<file path="src/rtl/stopwatch_display.sv">
// stopwatch_display: converts binary minutes/seconds to BCD with a sequential
// double-dabble and drives a 4-digit common-anode multiplexed display as MM.SS.
// Ports:
//   clk, rst_n     - clock, asynchronous active-low reset
//   minutes[7:0]   - binary minutes 0..255
//   seconds[5:0]   - binary seconds 0..63
//   paused         - blink the colon when high, steady on when low
//   seg_n[6:0]     - segments {g,f,e,d,c,b,a}, active-low (combinational)
//   dp_n           - decimal point, active-low (combinational)
//   an_n[3:0]      - digit anodes, active-low one-hot (combinational)
//   digits[15:0]   - committed BCD {m_tens, m_ones, s_tens, s_ones}
//   min_ovf        - committed minutes value exceeded 99
module stopwatch_display #(
    parameter int unsigned SCAN_DIV     = 50000,
    parameter int unsigned BLINK_FRAMES = 128
) (
    input  logic        clk,
    input  logic        rst_n,
    input  logic [7:0]  minutes,
    input  logic [5:0]  seconds,
    input  logic        paused,
    output logic [6:0]  seg_n,
    output logic        dp_n,
    output logic [3:0]  an_n,
    output logic [15:0] digits,
    output logic        min_ovf
);

    localparam int unsigned PW = (SCAN_DIV > 1) ? $clog2(SCAN_DIV) : 1;
    localparam int unsigned FW = (BLINK_FRAMES > 1) ? $clog2(BLINK_FRAMES) : 1;

    typedef enum logic [1:0] {ST_LOAD, ST_SHIFT, ST_COMMIT} state_t;

    state_t      state, state_nxt;
    logic [2:0]  shift_cnt, shift_cnt_nxt;
    // {hundreds, tens, ones, binary} for minutes; {tens, ones, binary} for seconds
    logic [19:0] min_sr, min_sr_nxt;
    logic [15:0] sec_sr, sec_sr_nxt;
    logic [15:0] digits_nxt;
    logic        min_ovf_nxt;

    logic [PW-1:0] presc;
    logic [FW-1:0] frame;
    logic [1:0]    idx;
    logic          blink_ph;
    logic [3:0]    nib;

    // One double-dabble step: correct BCD nibbles >= 5, then shift left
    function automatic logic [19:0] dabble_min(input logic [19:0] sr);
        logic [19:0] a;
        a = sr;
        for (int i = 0; i < 3; i++) begin
            if (a[8 + 4*i +: 4] >= 4'd5) a[8 + 4*i +: 4] = a[8 + 4*i +: 4] + 4'd3;
        end
        return {a[18:0], 1'b0};
    endfunction

    function automatic logic [15:0] dabble_sec(input logic [15:0] sr);
        logic [15:0] a;
        a = sr;
        for (int i = 0; i < 2; i++) begin
            if (a[8 + 4*i +: 4] >= 4'd5) a[8 + 4*i +: 4] = a[8 + 4*i +: 4] + 4'd3;
        end
        return {a[14:0], 1'b0};
    endfunction

    function automatic logic [6:0] seg_decode(input logic [3:0] n);
        case (n)
            4'd0:    return 7'b1000000;
            4'd1:    return 7'b1111001;
            4'd2:    return 7'b0100100;
            4'd3:    return 7'b0110000;
            4'd4:    return 7'b0011001;
            4'd5:    return 7'b0010010;
            4'd6:    return 7'b0000010;
            4'd7:    return 7'b1111000;
            4'd8:    return 7'b0000000;
            4'd9:    return 7'b0010000;
            default: return 7'b1111111;
        endcase
    endfunction

    // Converter state and datapath registers
    always_ff @(posedge clk or negedge rst_n) begin
        if (!rst_n) begin
            state     <= ST_LOAD;
            shift_cnt <= 3'd0;
            min_sr    <= 20'd0;
            sec_sr    <= 16'd0;
            digits    <= 16'h0000;
            min_ovf   <= 1'b0;
        end else begin
            state     <= state_nxt;
            shift_cnt <= shift_cnt_nxt;
            min_sr    <= min_sr_nxt;
            sec_sr    <= sec_sr_nxt;
            digits    <= digits_nxt;
            min_ovf   <= min_ovf_nxt;
        end
    end

    // Converter next-state: LOAD -> SHIFT x8 -> COMMIT -> LOAD
    always_comb begin
        state_nxt     = state;
        shift_cnt_nxt = shift_cnt;
        min_sr_nxt    = min_sr;
        sec_sr_nxt    = sec_sr;
        digits_nxt    = digits;
        min_ovf_nxt   = min_ovf;
        case (state)
            ST_LOAD: begin
                min_sr_nxt    = {12'd0, minutes};
                sec_sr_nxt    = {8'd0, 2'b00, seconds};
                shift_cnt_nxt = 3'd0;
                state_nxt     = ST_SHIFT;
            end
            ST_SHIFT: begin
                min_sr_nxt    = dabble_min(min_sr);
                sec_sr_nxt    = dabble_sec(sec_sr);
                shift_cnt_nxt = shift_cnt + 3'd1;
                if (shift_cnt == 3'd7) state_nxt = ST_COMMIT;
            end
            ST_COMMIT: begin
                if (min_sr[19:16] != 4'd0) begin
                    digits_nxt[15:8] = 8'h99;
                    min_ovf_nxt      = 1'b1;
                end else begin
                    digits_nxt[15:8] = min_sr[15:8];
                    min_ovf_nxt      = 1'b0;
                end
                digits_nxt[7:0] = sec_sr[15:8];
                state_nxt       = ST_LOAD;
            end
            default: state_nxt = ST_LOAD;
        endcase
    end

    // Digit scanner, frame counter and colon blink phase
    always_ff @(posedge clk or negedge rst_n) begin
        if (!rst_n) begin
            presc    <= '0;
            idx      <= 2'd0;
            frame    <= '0;
            blink_ph <= 1'b0;
        end else if (presc == PW'(SCAN_DIV - 1)) begin
            presc <= '0;
            idx   <= idx + 2'd1;
            if (idx == 2'd3) begin
                if (frame == FW'(BLINK_FRAMES - 1)) begin
                    frame    <= '0;
                    blink_ph <= ~blink_ph;
                end else begin
                    frame <= frame + FW'(1);
                end
            end
        end else begin
            presc <= presc + PW'(1);
        end
    end

    // Display decode of the selected digit
    always_comb begin
        case (idx)
            2'd0:    nib = digits[3:0];
            2'd1:    nib = digits[7:4];
            2'd2:    nib = digits[11:8];
            default: nib = digits[15:12];
        endcase
    end

    assign an_n  = ~(4'b0001 << idx);
    assign seg_n = seg_decode(nib);
    assign dp_n  = ~(((idx == 2'd2) && (!paused || !blink_ph)) ||
                     ((idx == 2'd3) && min_ovf));

endmodule

</file>
<file path="config.mk">
export PLATFORM = sky130hd
export DESIGN_NAME = stopwatch_display
export DESIGN_NICKNAME = d
export VERILOG_FILES = /design/src/rtl/stopwatch_display.sv
export SDC_FILE = /design/constraint.sdc
export NUM_CORES = 1
export LEC_CHECK = 0
export BUFFER_PORTS_ARGS = -buffer_cell sky130_fd_sc_hd__buf_2
export CORE_MARGIN = 2
export CORE_UTILIZATION = 45
export DETAILED_ROUTE_END_ITERATION = 6
export PLACE_DENSITY_LB_ADDON = 0.05
export SETUP_SLACK_MARGIN = 0.1
export SLEW_MARGIN = 20
export SYNTH_ARGS = -nofsm -noshare
export SYNTH_HDL_FRONTEND = slang
export SYNTH_SLANG_ARGS = --single-unit
</file>
<file path="constraint.sdc">
create_clock -name clk -period 2.55 [get_ports clk]
set_input_delay 0.51 -clock clk [delete_from_list [all_inputs] [get_ports clk]]
set_output_delay 0.51 -clock clk [all_outputs]
set_load 0.03 [all_outputs]
</file>
==> results of run 1 <==
[power by group]
group	switching [uW]	internal (uW)	leakage, uW	total (uW)
combinational	678	429	0.00115	1110
clock	484	447	0.0000910	931
sequential	156	1480	0.00111	1630
total	1320	2350	0.00235	3670
[registers in the layout, indices dropped and copies added, names as in the netlist]
signal     flops
shift_cnt      3
frame          7
min_sr        20
digits        16
sec_sr        16
state          2
idx            2
presc         16
blink_ph       1
min_ovf        1
[metrics by stage]
stage | cells | TNS, ns | area, um^2 | util [%] | setup WS, ns
3_5_place_dp | 601 | -0.147 | 4680 | 50.6 | -0.0660
4_1_cts | 626 | -1.41 | 5050 | 54.7 | -0.225
2_1_floorplan | 437 | 0 | 4290 | - | 0.101
6_report | 626 | -2.36 | 5080 | 55.0 | -0.367
5_1_grt | 626 | -3.01 | 5080 | 55.0 | -0.457
3_3_place_gp | 601 | 0 | 4680 | 50.6 | 0.0580
[routing by layer]
| metal | part of all wire, % | track usage, % | vias up |
|---|---|---|---|
| met4 | 0.97 | 5.61 | 0 |
| met5 | 0 | 0 | - |
| li1 | - | - | 1612 |
| met1 | 50 | 26.8 | 1522 |
| met3 | 3.7 | 4.00 | 10 |
| met2 | 45 | 27.7 | 51 |
[worst max-delay path by stage]
stage | cells past startpoint | endpoint | slack (ns)
final | 7 | seg_n[3] | -0.37
after CTS | 9 | seg_n[0] | -0.23
after global routing | 8 | seg_n[6] | -0.46
after global placement | 7 | seg_n[0] | 0.06
after floorplan | 7 | seg_n[4] | 0.10
after detailed placement | 7 | seg_n[0] | -0.07
[worst max-delay path, stage by stage, from the launching register on]
cell                       delay [ns]
sky130_fd_sc_hd__dfrtp_2         0.47
sky130_fd_sc_hd__ha_4            0.19
sky130_fd_sc_hd__a222oi_1        0.52
sky130_fd_sc_hd__mux2i_2         0.22
sky130_fd_sc_hd__ha_1            0.36
sky130_fd_sc_hd__nand2_1         0.09
sky130_fd_sc_hd__nand3_2         0.07
sky130_fd_sc_hd__buf_6           0.15
[kinds of logic after synthesis]
group / count (synthesis)
mux: 28
simple gates: 148
compound gates: 89
buf+inv: 43
fa+ha+maj: 23
xor+xnor: 22
flops: 84
[cell type report]
cell class | count | share of cell area [%]
Clock buffer | 9 | 2.44
Clock inverter | 7 | 1.33
Sequential cell | 84 | 41.4
Tap cell | 129 | 3.17
Multi-Input combinational cell | 310 | 41.9
Inverter | 25 | 1.89
Timing Repair Buffer | 62 | 7.92
[repair_timing]
item,4_1_cts,5_1_grt
setup buffers,9,0
resized for setup,29,8
pin swaps,8,4
setup endpoints to repair,7,7
[cell usage after synthesis, drive strengths merged, types with 3 or more instances]
| master | number |
|---|---|
| dfrtp | 84 |
| o21ai | 56 |
| xnor2 | 13 |
| nor2 | 16 |
| nand3 | 10 |
| a31oi | 3 |
| inv | 24 |
| nor3 | 3 |
| nor2b | 3 |
| nand2 | 75 |
| clkbuf | 15 |
| o31ai | 3 |
| nand2b | 10 |
| a222oi | 4 |
| mux2 | 10 |
| ha | 23 |
| xor2 | 9 |
| and2 | 4 |
| and4 | 4 |
| nand4 | 8 |
| and3 | 3 |
| nor3b | 5 |
| mux2i | 18 |
| buf | 3 |
| a21oi | 13 |
==> impl_results.html, run 1 <==
<table>
<tr><th>Metric</th><th>Value</th></tr>
<tr><th colspan="2">Synthesis</th></tr>
<tr><td>Sequential-to-total area share from yosys stat</td><td>49.1%</td></tr>
<tr><td>Main flop type after synthesis</td><td>sky130_fd_sc_hd__dfrtp_1</td></tr>
<tr><td>Number of instances in the synthesized netlist</td><td>between 400 and 500</td></tr>
<tr><td>Share of flip-flops with an asynchronous set or reset after synthesis</td><td>100%</td></tr>
<tr><td>Yosys top cell by area</td><td>sky130_fd_sc_hd__dfrtp_1</td></tr>
<tr><td>Warnings, synthesis</td><td>0</td></tr>
<tr><td>Netlist cell types</td><td>42</td></tr>
<tr><td>Top post-synthesis cells by area</td><td>sky130_fd_sc_hd__dfrtp_1, sky130_fd_sc_hd__ha_1, sky130_fd_sc_hd__nand2_1</td></tr>
<tr><td>Synth Register Bits</td><td>84</td></tr>
<tr><td>Area fraction of the dominant cell type after synthesis</td><td>49.1%</td></tr>
<tr><td>Post-Synth Adder-Cell Area</td><td>6.73%</td></tr>
<tr><td>Combinational family with the most area after synthesis</td><td>simple AND/OR/NAND/NOR gates</td></tr>
<tr><td>Average instance area after synthesis</td><td>9.79 um^2</td></tr>
<tr><td>Compound-cell area share of the yosys netlist</td><td>11.9%</td></tr>
<tr><td>Post-synthesis simple-gate area fraction</td><td>17.0%</td></tr>
<tr><td>Post-synthesis mux area share</td><td>under 10%</td></tr>
<tr><td>Synth Cell Area</td><td>0.00428 mm^2</td></tr>
<tr><td>EDFF count, synth</td><td>0</td></tr>
<tr><td>XOR/XNOR share of the synthesized area</td><td>under 10%</td></tr>
<tr><td>Syn_nets</td><td>approximately 480</td></tr>
<tr><th colspan="2">Finish</th></tr>
<tr><td>Fraction of layout cells with a size suffix above 1</td><td>between 20 and 25%</td></tr>
<tr><td>Most common cell after layout, fill and taps aside</td><td>sky130_fd_sc_hd__dfrtp_1</td></tr>
<tr><td>Synthesis-to-layout area growth</td><td>18.9%</td></tr>
<tr><td>Nets</td><td>about 530</td></tr>
<tr><td>Most frequent cells in the layout</td><td>sky130_fd_sc_hd__dfrtp_1, sky130_fd_sc_hd__nand2_1, sky130_fd_sc_hd__o21ai_0</td></tr>
<tr><td>Register area</td><td>~0.0021 mm^2</td></tr>
<tr><td>Fill count</td><td>between 800 and 900</td></tr>
<tr><td>Antenna diode count</td><td>0</td></tr>
<tr><td>Multi-input gate area in the final layout</td><td>about 0.0021 mm^2</td></tr>
<tr><th colspan="2">Worst setup path</th></tr>
<tr><td>CP Launch Point</td><td>idx[0]$_DFFE_PN0N_</td></tr>
<tr><td>Logic depth of the worst register-to-register path</td><td>6</td></tr>
<tr><td>Highest fanout seen on the critical path</td><td>5</td></tr>
<tr><td>Crit. End Element</td><td>primary output</td></tr>
<tr><td>Reg2Reg Launch Point</td><td>idx[0]$_DFFE_PN0N_</td></tr>
<tr><td>Setup slack of the worst register-to-register path</td><td>0.59 ns</td></tr>
<tr><td>Category of the most critical setup path</td><td>reg -&gt; out</td></tr>
<tr><td>Required arrival time at the worst endpoint</td><td>roughly 2.0 ns</td></tr>
<tr><td>Endpoint of the worst register-to-register path</td><td>frame[5]$_DFFE_PN0P_</td></tr>
<tr><td>Critical Path AT</td><td>~2.4 ns</td></tr>
<tr><td>Critical Path Start Type</td><td>flip-flop</td></tr>
<tr><th colspan="2">Drt</th></tr>
<tr><td>Via count</td><td>3195</td></tr>
<tr><td>Wire length after detailed routing</td><td>roughly 8700 um</td></tr>
<tr><td>Pre-Repair DR Iteration Count</td><td>5</td></tr>
<tr><td>First DRT Iteration DRCs</td><td>around 120</td></tr>
<tr><td>Average vias per placed instance</td><td>5.10</td></tr>
<tr><td>DRT antenna net count</td><td>0</td></tr>
<tr><td>DRC violations left</td><td>0</td></tr>
<tr><td>WL per Instance</td><td>13.9 um</td></tr>
<tr><th colspan="2">Timing</th></tr>
<tr><td>Count of pins over their slew limit</td><td>0</td></tr>
<tr><td>Setup violators final</td><td>7</td></tr>
<tr><td>Final hold slack</td><td>roughly 0.12 ns</td></tr>
<tr><td>Slew of the pin with the lowest slew margin</td><td>between 0.7 and 0.8 ns</td></tr>
<tr><td>Final critical-path required period</td><td>2.92 ns</td></tr>
<tr><td>Maximum clock skew at final layout</td><td>roughly 0.0068 ns</td></tr>
<tr><td>Max-slew headroom at the worst pin</td><td>51.6%</td></tr>
<tr><td>Hold Fails Final Rpt</td><td>0</td></tr>
<tr><td>Final Cycle Share</td><td>114%</td></tr>
<tr><td>Setup WS post-layout</td><td>-0.367 ns</td></tr>
<tr><td>RSZ-0062 raised after global routing</td><td>true</td></tr>
<tr><td>Maximum clock rate</td><td>~340 MHz</td></tr>
<tr><th colspan="2">Placed design</th></tr>
<tr><td>RePlAce Congestion</td><td>approximately 0.85</td></tr>
<tr><td>Half-perimeter wire length after detailed placement</td><td>a little over 6000 um</td></tr>
<tr><td>PortBufs</td><td>45</td></tr>
<tr><th colspan="2">Pwr</th></tr>
<tr><td>Total power consumption of the routed design</td><td>3670 uW</td></tr>
<tr><td>Total power per unit cell area</td><td>just over 700 mW/mm^2</td></tr>
<tr><td>Max IR drop VDD</td><td>about 0.29 mV</td></tr>
<tr><td>Leakage</td><td>0.00235 uW</td></tr>
<tr><th colspan="2">Global routing</th></tr>
<tr><td>Wire length of the first global-routing pass</td><td>~15000 um</td></tr>
<tr><td>GRT Resource Usage Total</td><td>roughly 18%</td></tr>
<tr><td>GRT Residual Overflow</td><td>0</td></tr>
<tr><td>Number of global-route vias before repair</td><td>between 3000 and 4000</td></tr>
<tr><td>Maximum number of pins on one net before global-route repair</td><td>48</td></tr>
<tr><td>Initial antenna violation count</td><td>0</td></tr>
<tr><th colspan="2">Floorplanning</th></tr>
<tr><td>Initial Utilization</td><td>46.3%</td></tr>
<tr><td>I/O pins</td><td>46</td></tr>
<tr><td>Area of the core region</td><td>between 0.009 and 0.01 mm^2</td></tr>
<tr><td>Number of placement rows</td><td>35</td></tr>
<tr><td>Die width</td><td>102 um</td></tr>
<tr><td>Area of the die</td><td>0.0103 mm^2</td></tr>
<tr><td>Die Height</td><td>just over 100 um</td></tr>
<tr><th colspan="2">Clocking</th></tr>
<tr><td>H-tree lvl count</td><td>3</td></tr>
<tr><td>Clk Tree Root Cell</td><td>sky130_fd_sc_hd__clkbuf_8</td></tr>
<tr><td>Clock transition at the registers of the reported paths</td><td>around 0.080 ns</td></tr>
<tr><td>Sink count of the clock tree</td><td>84</td></tr>
<tr><td>CTS tree</td><td>built</td></tr>
<tr><td>Max Root-Sink Buffers</td><td>2</td></tr>
<tr><td>Number of clock buffers inserted by TritonCTS</td><td>9</td></tr>
<tr><td>Cts hold-fix bufs</td><td>0</td></tr>
<tr><td>Source-to-sink clock delay at the later pin of the worst-skew pair</td><td>between 0.3 and 0.4 ns</td></tr>
<tr><th colspan="2">Outcome</th></tr>
<tr><td>Violated checks</td><td>setup timing</td></tr>
<tr><td>Run status</td><td>complete, but fails checks</td></tr>
<tr><th colspan="2">Worst hold path</th></tr>
<tr><td>Type of the worst min-delay path</td><td>in -&gt; async</td></tr>
<tr><th colspan="2">Flow run</th></tr>
<tr><td>Number of max-cap violations</td><td>0</td></tr>
</table>
Power figures use the tool's default switching activity.
==> run 2, diff against run 1 <==
BUFFER_PORTS_ARGS = -buffer_cell sky130_fd_sc_hd__buf_4   (was -buffer_cell sky130_fd_sc_hd__buf_2)
TNS_END_PERCENT = 10   (was unset)
==> run 2 against run 1 <==
  * The run still ends with setup timing left
  * Hold slack better by 0.030 ns
  * Worst setup slack better by 0.0082 ns
  * Critical path depth is 1 higher
  * Cell area is 0.76% higher
  * Utilization is 0.42 points higher
  * First-iteration DRC count is 9.3% higher
  * Register-to-register slack hardly changed
  * Non-clock buffer count is 1 higher
  * Sequential power hardly changed
  * Clock power is 8.9% lower
  * Die area stayed put
  * Fmax is 0.28% higher
==> impl_results.html, run 2 (same netlist as run 1, synthesis figures left out) <==
<table>
<tr><th>Metric</th><th>Value</th></tr>
<tr><th colspan="2">Outcome</th></tr>
<tr><td>Run status</td><td>complete, but fails checks</td></tr>
<tr><td>Violated checks</td><td>setup timing</td></tr>
<tr><th colspan="2">Finish</th></tr>
<tr><td>Post-layout util</td><td>between 50% and 60%</td></tr>
<tr><td>Most common cell after layout, fill and taps aside</td><td>sky130_fd_sc_hd__dfrtp_1</td></tr>
<tr><td>Synthesis-to-layout area growth</td><td>19.8%</td></tr>
<tr><td>Register name with the most flops</td><td>min_sr</td></tr>
<tr><td>Flip-flop count of the largest register after layout</td><td>20</td></tr>
<tr><td>Multi-input gate area in the final layout</td><td>between 0.002 and 0.0025 mm^2</td></tr>
<tr><td>Nets</td><td>533</td></tr>
<tr><td>Fill count</td><td>849</td></tr>
<tr><td>Register area</td><td>~0.0021 mm^2</td></tr>
<tr><td>Most frequent cells in the layout</td><td>sky130_fd_sc_hd__dfrtp_1, sky130_fd_sc_hd__nand2_1, sky130_fd_sc_hd__buf_4</td></tr>
<tr><td>Antenna diode count</td><td>0</td></tr>
<tr><td>Fraction of layout cells with a size suffix above 1</td><td>21.9%</td></tr>
<tr><th colspan="2">Worst setup path</th></tr>
<tr><td>Most used cell along the critical path</td><td>sky130_fd_sc_hd__mux2i_1</td></tr>
<tr><td>Family with the most delay on the worst path</td><td>compound AO/OA/AOI/OAI gates</td></tr>
<tr><td>Crit. End Element</td><td>primary output</td></tr>
<tr><td>Logic depth of the worst register-to-register path</td><td>4</td></tr>
<tr><td>Cell with the biggest individual delay on the critical path</td><td>sky130_fd_sc_hd__a222oi_1</td></tr>
<tr><td>Critical Path Start Type</td><td>flip-flop</td></tr>
<tr><td>Setup slack of the worst register-to-register path</td><td>between 0.5 and 0.6 ns</td></tr>
<tr><td>CP Launch Point</td><td>idx[1]$_DFFE_PN0N_</td></tr>
<tr><td>Delay of the slowest cell on the worst path</td><td>slightly below 0.5 ns</td></tr>
<tr><td>Critical Path AT</td><td>~2.4 ns</td></tr>
<tr><td>Endpoint of the worst register-to-register path</td><td>frame[6]$_DFFE_PN0P_</td></tr>
<tr><td>Required arrival time at the worst endpoint</td><td>2.04 ns</td></tr>
<tr><td>Buffering stage count on the worst path with inverters included</td><td>2</td></tr>
<tr><td>Highest fanout seen on the critical path</td><td>5</td></tr>
<tr><td>Reg2Reg Launch Point</td><td>presc[4]$_DFF_PN0_</td></tr>
<tr><td>Category of the most critical setup path</td><td>reg -&gt; out</td></tr>
<tr><td>Crit path cell chain</td><td>inv_2, ha_4, a222oi_1, mux2i_4, ha_2, mux2i_1, mux2i_1, buf_4</td></tr>
<tr><th colspan="2">Drt</th></tr>
<tr><td>WL per Instance</td><td>14.3 um</td></tr>
<tr><td>Average vias per placed instance</td><td>a little over 5</td></tr>
<tr><td>Via count</td><td>3228</td></tr>
<tr><td>Pre-Repair DR Iteration Count</td><td>5</td></tr>
<tr><td>Wire length after detailed routing</td><td>about 9000 um</td></tr>
<tr><td>DRC violations left</td><td>0</td></tr>
<tr><td>First DRT Iteration DRCs</td><td>~130</td></tr>
<tr><td>DRT antenna net count</td><td>0</td></tr>
<tr><th colspan="2">Timing</th></tr>
<tr><td>Maximum clock skew at final layout</td><td>a little over 0.01 ns</td></tr>
<tr><td>Total Neg Setup Slack</td><td>-2.06 ns</td></tr>
<tr><td>Slew of the pin with the lowest slew margin</td><td>between 0.7 and 0.8 ns</td></tr>
<tr><td>Setup WS post-layout</td><td>-0.359 ns</td></tr>
<tr><td>RSZ-0062 raised after global routing</td><td>true</td></tr>
<tr><td>Final critical-path required period</td><td>roughly 2.9 ns</td></tr>
<tr><td>Count of pins over their slew limit</td><td>0</td></tr>
<tr><td>Max-slew headroom at the worst pin</td><td>51.9%</td></tr>
<tr><td>Setup violators final</td><td>7</td></tr>
<tr><td>Final Cycle Share</td><td>114%</td></tr>
<tr><td>Hold Fails Final Rpt</td><td>0</td></tr>
<tr><td>Maximum clock rate</td><td>roughly 340 MHz</td></tr>
<tr><th colspan="2">Clocking</th></tr>
<tr><td>Clock transition at the registers of the reported paths</td><td>0.08 ns</td></tr>
<tr><td>CTS tree</td><td>built</td></tr>
<tr><td>Sink count of the clock tree</td><td>84</td></tr>
<tr><td>Clk Tree Root Cell</td><td>sky130_fd_sc_hd__clkbuf_8</td></tr>
<tr><td>Source-to-sink clock delay at the later pin of the worst-skew pair</td><td>approximately 0.35 ns</td></tr>
<tr><td>Number of clock buffers inserted by TritonCTS</td><td>9</td></tr>
<tr><td>Cts hold-fix bufs</td><td>0</td></tr>
<tr><td>H-tree lvl count</td><td>3</td></tr>
<tr><td>Max Root-Sink Buffers</td><td>2</td></tr>
<tr><th colspan="2">Pwr</th></tr>
<tr><td>Part of the total power dissipated in combinational logic</td><td>a little under a third</td></tr>
<tr><td>Switching component of the power</td><td>~1300 uW</td></tr>
<tr><td>Leakage</td><td>around 0.0024 uW</td></tr>
<tr><td>Sequential cell fraction of total power</td><td>between 40 and 50%</td></tr>
<tr><td>Clock group share of total power</td><td>between 20% and 30%</td></tr>
<tr><td>Switching Fraction</td><td>a little over a third</td></tr>
<tr><td>Max IR drop VDD</td><td>0.385 mV</td></tr>
<tr><td>Total power per unit cell area</td><td>between 700 and 800 mW/mm^2</td></tr>
<tr><td>Cell-internal power</td><td>between 2000 and 2500 uW</td></tr>
<tr><td>Total power consumption of the routed design</td><td>about 3600 uW</td></tr>
<tr><th colspan="2">Floorplanning</th></tr>
<tr><td>Die Height</td><td>~100 um</td></tr>
<tr><td>Area of the core region</td><td>a little over 0.009 mm^2</td></tr>
<tr><td>Area of the die</td><td>around 0.010 mm^2</td></tr>
<tr><td>I/O pins</td><td>46</td></tr>
<tr><td>Die width</td><td>slightly above 100 um</td></tr>
<tr><td>Initial Utilization</td><td>between 40 and 50%</td></tr>
<tr><td>Number of placement rows</td><td>35</td></tr>
<tr><th colspan="2">Global routing</th></tr>
<tr><td>GRT Resource Usage Total</td><td>a little under a fifth</td></tr>
<tr><td>Maximum number of pins on one net before global-route repair</td><td>43</td></tr>
<tr><td>Wire length of the first global-routing pass</td><td>approximately 15000 um</td></tr>
<tr><td>GRT Residual Overflow</td><td>0</td></tr>
<tr><td>Initial antenna violation count</td><td>0</td></tr>
<tr><td>Number of global-route vias before repair</td><td>3100</td></tr>
<tr><th colspan="2">Placed design</th></tr>
<tr><td>Half-perimeter wire length after detailed placement</td><td>6120 um</td></tr>
<tr><td>PortBufs</td><td>45</td></tr>
<tr><td>RePlAce Congestion</td><td>0.845</td></tr>
<tr><th colspan="2">Flow run</th></tr>
<tr><td>Number of max-cap violations</td><td>0</td></tr>
<tr><th colspan="2">Worst hold path</th></tr>
<tr><td>Type of the worst min-delay path</td><td>in -&gt; async</td></tr>
</table>
## run 2: cell count changes in the layout (fill, tap and decap cells not counted), moves of 2 or more
cell,previous run,this run
sky130_fd_sc_hd__buf_4,16,61
sky130_fd_sc_hd__clkinvlp_4,3,1
sky130_fd_sc_hd__buf_6,6,1
sky130_fd_sc_hd__nand3_2,2,0
sky130_fd_sc_hd__inv_1,22,20
sky130_fd_sc_hd__clkbuf_1,0,2
sky130_fd_sc_hd__buf_2,39,0
sky130_fd_sc_hd__inv_2,1,4
sky130_fd_sc_hd__mux2i_1,14,16
sky130_fd_sc_hd__nand3_1,8,10
sky130_fd_sc_hd__clkbuf_8,9,11
## run 2: per-layer routing
| metal | share of wire, % | global-route usage [%] |
|---|---|---|
| met5 | 0 | 0 |
| met4 | 1.6 | 7.80 |
| met3 | 3.1 | 3.31 |
| met2 | 45 | 27.9 |
| met1 | 50 | 27.8 |
## run 2: repair_timing
action                                  CTS  global route
endpoints found under the setup margin    7             7
endpoints found under the hold margin     0             0
gates resized for setup                   8            16
pin swaps                                 3             6
buffers inserted                          4             5
## run 2: worst max path at each step
stage                     to  slack (ns)  depth (start not counted)
finish              seg_n[6]       -0.36                          8
global route        seg_n[0]       -0.45                          8
CTS                 seg_n[3]       -0.27                          9
detailed placement  seg_n[3]       -0.04                          9
global placement    seg_n[3]        0.09                          9
floorplan           seg_n[2]        0.08                          8
## run 2: final cells by class
| cell class | instances | share of cell area [%] |
|---|---|---|
| clock buffers | 13 | 3.10 |
| clock inverters | 2 | 0.195 |
| inverters | 25 | 1.90 |
| multi-input cells | 310 | 41.1 |
| flip-flops and latches | 84 | 41.1 |
| well taps | 129 | 3.15 |
| repair buffers | 63 | 9.55 |
## run 2: worst register-to-register path, stage by stage, from the launching register on
cell and delay (ns):
sky130_fd_sc_hd__dfrtp_1 0.44, sky130_fd_sc_hd__nor4b_1 0.41, sky130_fd_sc_hd__and4_1 0.63, sky130_fd_sc_hd__nand4_1 0.21
sky130_fd_sc_hd__xnor2_1 0.17
## run 2: power by group through the flow
stage	sequential, uW	clock, uW	combinational [uW]
2_1_floorplan	1770	0	558
3_3_place_gp	1670	0	1050
3_5_place_dp	1670	0	1060
4_1_cts	1640	889	1080
5_1_grt	1670	942	1230
6_report	1640	848	1120
## run 2: per-stage QoR
step	hold slack [ns]	instances	worst slack, ns	instance area [um^2]
2_1_floorplan	0.214	437	0.0761	4280
3_3_place_gp	0.435	602	0.0890	4790
3_5_place_dp	0.446	602	-0.0438	4790
4_1_cts	0.148	621	-0.272	5010
5_1_grt	0.175	626	-0.449	5120
6_report	0.146	626	-0.359	5120
